===== src/rtl/pipe_hold_ctrl_pkg.sv =====
// ----------------------------------------------------------------------------
// pipe_hold_ctrl_pkg
// Shared definitions for the pipeline hold/flush controller: bus widths, the
// hold_flag encodings consumed by every pipeline register, the controller FSM
// state type and a packed bundle of the combinational control outputs.
// Hold_X freezes the PC and every pipeline register up to and including the
// one feeding stage X.
// ----------------------------------------------------------------------------
package pipe_hold_ctrl_pkg;

    localparam int DATA_W = 16;
    localparam int HOLD_W = 3;

    localparam logic [HOLD_W-1:0] HOLD_NONE = 3'd0;
    localparam logic [HOLD_W-1:0] HOLD_PC   = 3'd1;
    localparam logic [HOLD_W-1:0] HOLD_IF   = 3'd2;
    localparam logic [HOLD_W-1:0] HOLD_ID   = 3'd3;
    localparam logic [HOLD_W-1:0] HOLD_EX   = 3'd4;
    localparam logic [HOLD_W-1:0] HOLD_PPL  = 3'd5;

    typedef enum logic [1:0] {
        ST_IDLE  = 2'd0,
        ST_DRAIN = 2'd1,
        ST_ENTER = 2'd2
    } ctrl_state_e;

    // Combinational controls produced each cycle (epc/int_active are separate
    // because they are registered).
    typedef struct packed {
        logic [HOLD_W-1:0] hold_flag;
        logic              flush_id;
        logic              bubble_ex;
        logic              pc_load;
        logic [DATA_W-1:0] pc_target;
        logic              int_ack;
    } ctrl_out_t;

    // Quiet cycle: nothing held, nothing redirected.
    function automatic ctrl_out_t ctrl_none();
        ctrl_out_t o;
        o.hold_flag = HOLD_NONE;
        o.flush_id  = 1'b0;
        o.bubble_ex = 1'b0;
        o.pc_load   = 1'b0;
        o.pc_target = {DATA_W{1'b0}};
        o.int_ack   = 1'b0;
        return o;
    endfunction

    // PC redirect: kill the instruction in IF and bubble EX so nothing from
    // the wrong path survives.
    function automatic ctrl_out_t ctrl_redirect(input logic [DATA_W-1:0] target);
        ctrl_out_t o;
        o           = ctrl_none();
        o.flush_id  = 1'b1;
        o.bubble_ex = 1'b1;
        o.pc_load   = 1'b1;
        o.pc_target = target;
        return o;
    endfunction

endpackage


===== src/rtl/pipe_hold_ctrl_if.sv =====
// ----------------------------------------------------------------------------
// pipe_hold_ctrl_if
// Bundle between the hold controller and the pipeline.
//  Requests into the controller : mem_busy, ld_use_req, jump_req, jump_addr,
//                                 int_req, int_en, mret_req, ex_pc
//  Controls out of controller   : hold_flag, flush_id, bubble_ex, pc_load,
//                                 pc_target, int_ack, int_active, epc
// Modport ctrl is the controller side, modport pipe is the pipeline side.
// ----------------------------------------------------------------------------
interface pipe_hold_ctrl_if
    import pipe_hold_ctrl_pkg::*;
();

    logic              mem_busy;
    logic              ld_use_req;
    logic              jump_req;
    logic [DATA_W-1:0] jump_addr;
    logic              int_req;
    logic              int_en;
    logic              mret_req;
    logic [DATA_W-1:0] ex_pc;

    logic [HOLD_W-1:0] hold_flag;
    logic              flush_id;
    logic              bubble_ex;
    logic              pc_load;
    logic [DATA_W-1:0] pc_target;
    logic              int_ack;
    logic              int_active;
    logic [DATA_W-1:0] epc;

    modport ctrl (
        input  mem_busy, ld_use_req, jump_req, jump_addr,
               int_req, int_en, mret_req, ex_pc,
        output hold_flag, flush_id, bubble_ex, pc_load,
               pc_target, int_ack, int_active, epc
    );

    modport pipe (
        output mem_busy, ld_use_req, jump_req, jump_addr,
               int_req, int_en, mret_req, ex_pc,
        input  hold_flag, flush_id, bubble_ex, pc_load,
               pc_target, int_ack, int_active, epc
    );

endinterface


===== src/rtl/pipe_hold_ctrl.sv =====
// ----------------------------------------------------------------------------
// pipe_hold_ctrl
// Central hold/flush controller for the 3-stage pipeline and sole driver of
// hold_flag. Arbitrates memory-busy freezes, load-use bubbles, branch/jump
// redirects and interrupt entry/return. Interrupt entry is sequenced by a
// drain FSM (IDLE -> DRAIN -> ENTER) that holds the front end while in-flight
// work retires, then saves EPC and redirects the PC to INT_VECTOR.
// Ports:
//  clk    rising-edge clock
//  rst_n  asynchronous active-low reset
//  bus    pipe_hold_ctrl_if.ctrl (requests in, hold/flush/redirect out)
// All controls are combinational from FSM state and inputs, except epc and
// int_active which are registered.
// ----------------------------------------------------------------------------
module pipe_hold_ctrl
    import pipe_hold_ctrl_pkg::*;
#(
    parameter logic [DATA_W-1:0] INT_VECTOR   = 16'h0004,
    parameter int                DRAIN_CYCLES = 2
) (
    input  logic             clk,
    input  logic             rst_n,
    pipe_hold_ctrl_if.ctrl   bus
);

    localparam int              CNT_W    = (DRAIN_CYCLES > 1) ? $clog2(DRAIN_CYCLES) : 1;
    localparam logic [CNT_W-1:0] CNT_LOAD = CNT_W'(DRAIN_CYCLES - 1);
    localparam logic [CNT_W-1:0] CNT_ZERO = CNT_W'(0);
    localparam logic [CNT_W-1:0] CNT_ONE  = CNT_W'(1);

    ctrl_state_e        state_r;
    logic [CNT_W-1:0]   cnt_r;
    logic [DATA_W-1:0]  epc_r;
    logic               int_active_r;
    logic               accept_s;
    ctrl_out_t          out_s;

    // Interrupt acceptance; a same-cycle jump or return takes precedence and
    // the request is simply looked at again on a later cycle.
    assign accept_s = bus.int_req & bus.int_en & ~int_active_r
                    & ~bus.jump_req & ~bus.mret_req;

    // FSM, drain counter and the registered interrupt context; everything is
    // frozen while memory is busy.
    always_ff @(posedge clk or negedge rst_n) begin
        if (!rst_n) begin
            state_r      <= ST_IDLE;
            cnt_r        <= CNT_ZERO;
            epc_r        <= {DATA_W{1'b0}};
            int_active_r <= 1'b0;
        end else if (!bus.mem_busy) begin
            unique case (state_r)
                ST_IDLE: begin
                    if (accept_s) begin
                        state_r <= ST_DRAIN;
                        cnt_r   <= CNT_LOAD;
                    end
                    if (bus.mret_req && !bus.jump_req) begin
                        int_active_r <= 1'b0;
                    end
                end
                ST_DRAIN: begin
                    if (bus.jump_req) begin
                        // Redirect wins; the interrupt is re-arbitrated from IDLE.
                        state_r <= ST_IDLE;
                        cnt_r   <= CNT_ZERO;
                    end else if (cnt_r == CNT_ZERO) begin
                        state_r <= ST_ENTER;
                    end else begin
                        cnt_r <= cnt_r - CNT_ONE;
                    end
                end
                ST_ENTER: begin
                    state_r      <= ST_IDLE;
                    epc_r        <= bus.ex_pc;
                    int_active_r <= 1'b1;
                end
                default: begin
                    state_r <= ST_IDLE;
                    cnt_r   <= CNT_ZERO;
                end
            endcase
        end
    end

    // Per-cycle priority arbitration of the combinational controls.
    always_comb begin
        out_s = ctrl_none();
        if (bus.mem_busy) begin
            out_s.hold_flag = HOLD_PPL;
        end else if (state_r == ST_DRAIN) begin
            if (bus.jump_req) begin
                out_s = ctrl_redirect(bus.jump_addr);
            end else begin
                out_s.hold_flag = HOLD_ID;
                out_s.bubble_ex = 1'b1;
            end
        end else if (state_r == ST_ENTER) begin
            out_s         = ctrl_redirect(INT_VECTOR);
            out_s.int_ack = 1'b1;
        end else if (bus.jump_req) begin
            out_s = ctrl_redirect(bus.jump_addr);
        end else if (bus.mret_req) begin
            out_s = ctrl_redirect(epc_r);
        end else if (bus.ld_use_req) begin
            out_s.hold_flag = HOLD_ID;
            out_s.bubble_ex = 1'b1;
        end else begin
            out_s = ctrl_none();
        end
    end

    assign bus.hold_flag  = out_s.hold_flag;
    assign bus.flush_id   = out_s.flush_id;
    assign bus.bubble_ex  = out_s.bubble_ex;
    assign bus.pc_load    = out_s.pc_load;
    assign bus.pc_target  = out_s.pc_target;
    assign bus.int_ack    = out_s.int_ack;
    assign bus.int_active = int_active_r;
    assign bus.epc        = epc_r;

endmodule


===== src/flat_wrapper.sv =====
// flat-port wrapper written by rule: the top's interface ports become plain ports
module pipe_hold_ctrl_flat import pipe_hold_ctrl_pkg::*;
#(
    parameter logic [DATA_W-1:0] INT_VECTOR   = 16'h0004,
    parameter int                DRAIN_CYCLES = 2
)
  (clk, rst_n, bus_mem_busy, bus_ld_use_req, bus_jump_req, bus_jump_addr, bus_int_req, bus_int_en, bus_mret_req, bus_ex_pc, bus_hold_flag, bus_flush_id, bus_bubble_ex, bus_pc_load, bus_pc_target, bus_int_ack, bus_int_active, bus_epc);
  pipe_hold_ctrl_if bus_i ();
  input  logic clk;
  input  logic rst_n;
  input wire logic [$bits(bus_i.mem_busy)-1:0] bus_mem_busy;
  input wire logic [$bits(bus_i.ld_use_req)-1:0] bus_ld_use_req;
  input wire logic [$bits(bus_i.jump_req)-1:0] bus_jump_req;
  input wire logic [$bits(bus_i.jump_addr)-1:0] bus_jump_addr;
  input wire logic [$bits(bus_i.int_req)-1:0] bus_int_req;
  input wire logic [$bits(bus_i.int_en)-1:0] bus_int_en;
  input wire logic [$bits(bus_i.mret_req)-1:0] bus_mret_req;
  input wire logic [$bits(bus_i.ex_pc)-1:0] bus_ex_pc;
  output wire logic [$bits(bus_i.hold_flag)-1:0] bus_hold_flag;
  output wire logic [$bits(bus_i.flush_id)-1:0] bus_flush_id;
  output wire logic [$bits(bus_i.bubble_ex)-1:0] bus_bubble_ex;
  output wire logic [$bits(bus_i.pc_load)-1:0] bus_pc_load;
  output wire logic [$bits(bus_i.pc_target)-1:0] bus_pc_target;
  output wire logic [$bits(bus_i.int_ack)-1:0] bus_int_ack;
  output wire logic [$bits(bus_i.int_active)-1:0] bus_int_active;
  output wire logic [$bits(bus_i.epc)-1:0] bus_epc;
  assign bus_i.mem_busy = bus_mem_busy;
  assign bus_i.ld_use_req = bus_ld_use_req;
  assign bus_i.jump_req = bus_jump_req;
  assign bus_i.jump_addr = bus_jump_addr;
  assign bus_i.int_req = bus_int_req;
  assign bus_i.int_en = bus_int_en;
  assign bus_i.mret_req = bus_mret_req;
  assign bus_i.ex_pc = bus_ex_pc;
  assign bus_hold_flag = bus_i.hold_flag;
  assign bus_flush_id = bus_i.flush_id;
  assign bus_bubble_ex = bus_i.bubble_ex;
  assign bus_pc_load = bus_i.pc_load;
  assign bus_pc_target = bus_i.pc_target;
  assign bus_int_ack = bus_i.int_ack;
  assign bus_int_active = bus_i.int_active;
  assign bus_epc = bus_i.epc;
  pipe_hold_ctrl #(.INT_VECTOR(INT_VECTOR), .DRAIN_CYCLES(DRAIN_CYCLES)) u_core (.clk(clk), .rst_n(rst_n), .bus(bus_i));
endmodule

===== config.mk =====
export PLATFORM = sky130hd
export DESIGN_NAME = pipe_hold_ctrl_flat
export DESIGN_NICKNAME = d
export VERILOG_FILES = /design/src/rtl/pipe_hold_ctrl_pkg.sv /design/src/rtl/pipe_hold_ctrl_if.sv /design/src/rtl/pipe_hold_ctrl.sv /design/src/flat_wrapper.sv
export SDC_FILE = /design/constraint.sdc
export NUM_CORES = 1
export LEC_CHECK = 0
export ABC_CLOCK_PERIOD_IN_PS = 2500
export CORE_MARGIN = 3
export CORE_UTILIZATION = 35
export DETAILED_ROUTE_END_ITERATION = 6
export PLACE_DENSITY_LB_ADDON = 0.08
export SYNTH_ARGS = -nofsm -noshare
export SYNTH_HDL_FRONTEND = slang
export SYNTH_SLANG_ARGS = --single-unit

===== constraint.sdc =====
create_clock -name clk -period 2.5 [get_ports clk]
set_clock_uncertainty 0.2 [all_clocks]
set_input_delay 0.75 -clock clk [delete_from_list [all_inputs] [get_ports clk]]
set_output_delay 0.75 -clock clk [all_outputs]
set_load 0.02 [all_outputs]

==> reports/results.tsv <==
stage	metric	value	unit
yosys	synthDistinctLibCells	28	
drt	m1WireLength	1550	um
cells_and_area	final_cells	244	
drt	drc	0	
yosys	synthMuxAreaShare	0.158	
cells_and_area	diodes	0	
yosys	synth_fa_ha_area_frac	0	
sta	maxSlewViolCount	0	
min_path	hp-class	reg2reg	
yosys	synth_cells	108	
sta	setup_viol	5	
yosys	yosysSeqAreaShare	0.440	
drt	dr_wl_met3	302	um
global_routing	grt_util_all_layers	0.204	
setup_path	cp.required	1550	ps
clock_tree	cts_buffers	3	
drt	highest_layer	met4	
cells_and_area	fill_cells	209	
sta	hold_viol_final	0	
clock_tree	clock_path_buffers	2	
cells_and_area	nets	241	
placement	dp_worst_setup_slack	-950	ps
cells_and_area	final_area	0.00237	mm2
placement	gp_congestion	0.701	
global_routing	grt_max_degree	22	
yosys	synth_ff_type	dfrtp_1	
setup_path	startpoint_type	primary input	
sta	fin_hold_ws	327	ps
global_routing	grt_overflow	0	
cells_and_area	syn2layout_area_growth	109	%
drt	avgRoutedWirePerCell	16.7	um
yosys	synthXorXnorAreaFrac	0	
pwr	p_leak	1.06	nW
floorplanning	num_rows	20	
cells_and_area	final_cell_mix	clkdlybuf4s50_1 (40), dfrtp_1 (19), buf_6 (18), buf_4 (18), a32oi_2 (10)	
cells_and_area	mostFrequentLayoutCell	clkdlybuf4s50_1	
clock_tree	tritoncts	yes	
yosys	netlist_area	0.00114	mm2
placement	port_buffers	79	
pwr	p_per_area	583	mW/mm2
sta	fin_crit_sh	1.00	
clock_tree	insertion_delay	290	ps
pwr	ir_drop	0.359	mV
yosys	async_reset_ff_frac	1.00	
sta	period_needed	2500	ps
global_routing	first_global_vias	1332	
clock_tree	clkSinkCount	20	
clock_tree	cts-hold-fix-buffers	0	
setup_path	crit_type	in2out	
status	violations	negative setup slack	
floorplanning	start_util	0.370	
sta	rsz0062_at_grt	yes	
floorplanning	die_area	0.00397	mm2
yosys	syn_area_per_cell	10.5	um2
clock_tree	htree_levels	1	
drt	wl_met2	2200	um
drt	ant_nets	0	
placement	dp_cells	238	
yosys	synthSimpleGateAreaFrac	0.149	
floorplanning	die_height	63.0	um
yosys	synth-edff-count	0	
drt	vias	1232	
status	outcome	finished, violations left	
cells_and_area	drive_gt1_frac	0.460	
clock_tree	ctsRootBufferMaster	clkbuf_4	
drt	dr.pass1.iters	3	
clock_tree	clkTransAtPathRegs	110	ps
floorplanning	core-area	0.00308	mm2
yosys	syn_nets	148	
yosys	yosysWarnings	0	
yosys	ys_seq_elements	20	
sta	timing.slew.headroom	0.792	
sta	worstMarginPinSlew	307	ps
yosys	synth_top_family_by_area	compound AO/OA/AOI/OAI gates	
setup_path	critPathMaxFanout	8	
global_routing	grt_pass1_wl	6400	um
sta	finalWorstSetupSlack	-4.31	ps
drt	viasPerCell	5.05	
setup_path	critPathArrivalTime	1550	ps
setup_path	cp-end-kind	output port	
drt	first_iter_violations	42	
drt	wirelength	4080	um
sta	max_freq	399	MHz
job	cap_viol_max_count	0	
pwr	finalPower	1.38	mW
global_routing	antenna_found_initial	0	
placement	hpwl	2860	um
floorplanning	die_w	63.0	um
yosys	synth-compound-area-share	0.187	
setup_path	ff2ff_setup_slack	690	ps
floorplanning	ios	80	
placement	place_area	0.00206	mm2
final cells by class:
cell class	count	area, um2	share of cell area
well taps	44	55.1	0.0232
repair buffers	99	993	0.419
flip-flops and latches	20	502	0.211
inverters	3	11.3	0.00474
clock buffers	4	36.3	0.0153
multi-input cells	74	776	0.327
where the power goes:
group          switching [mW]  internal, mW
combinational           0.317         0.369
sequential             0.0916         0.416
clock                   0.100        0.0888
final timing paths:
| check | cells past startpoint | start | end |
|---|---|---|---|
| worst max-delay path | 6 | bus_mret_req | bus_pc_target[15] |
| worst min-delay path | 1 | u_core.cnt_r | u_core.state_r[1] |
| worst max register to register | 5 | u_core.state_r[0] | u_core.bus.epc[11] |
| worst min register to register | 1 | u_core.cnt_r | u_core.state_r[1] |
| max in group asynchronous | 2 | rst_n | u_core.state_r[0] |
| min in group asynchronous | 2 | rst_n | u_core.cnt_r |
timing repair:
| item | CTS | global route |
|---|---|---|
| pin swaps | 6 | 13 |
| setup endpoints to repair | 23 | 21 |
| gates resized for setup | 149 | 60 |
| buffers inserted | 2 | 0 |
per-layer routing:
metal | track usage | vias to the layer above
li1 | - | 591
met2 | 0.356 | 48
met1 | 0.241 | 589
met4 | 0.0551 | 0
met5 | 0 | -
met3 | 0.0594 | 4
worst max-delay path, stage by stage:
cell     delay, ps
buf_6          100
nor2b_4        130
buf_8          140
a32oi_4        260
nor2_4          50
buf_6          130
metrics by stage:
step | TNS (ps) | util
floorplan | -640 | -
global placement | -20040 | 0.669
detailed placement | -19970 | 0.669
CTS | -1.60 | 0.689
global route | -412 | 0.771
finish | -11.8 | 0.771
kinds of logic (layout without fill, tap and decap cells):
logic type,after synthesis,after routing
mux,16,16
simple gates,31,31
compound gates,27,27
flops,20,20
buf+inv,14,106
Yosys cell counts (3+ instances only):
| library cell | instances | area [um2] |
|---|---|---|
| nand2_1 | 3 | 11.3 |
| inv_1 | 3 | 11.3 |
| dfrtp_1 | 20 | 500 |
| nor2_1 | 16 | 60.1 |
| mux2_2 | 8 | 90.1 |
| a32oi_1 | 15 | 131 |
| o21ai_0 | 3 | 15.0 |
| mux2_1 | 8 | 90.1 |
| buf_2 | 5 | 25.0 |
state kept, by name, summed over array words and instances, names as in the netlist:
| name | cells |
|---|---|
| u_core.bus.epc | 16 |
| u_core.bus.int_active | 1 |
| u_core.state_r | 2 |
| u_core.cnt_r | 1 |
(Power assumes the default switching activity.)
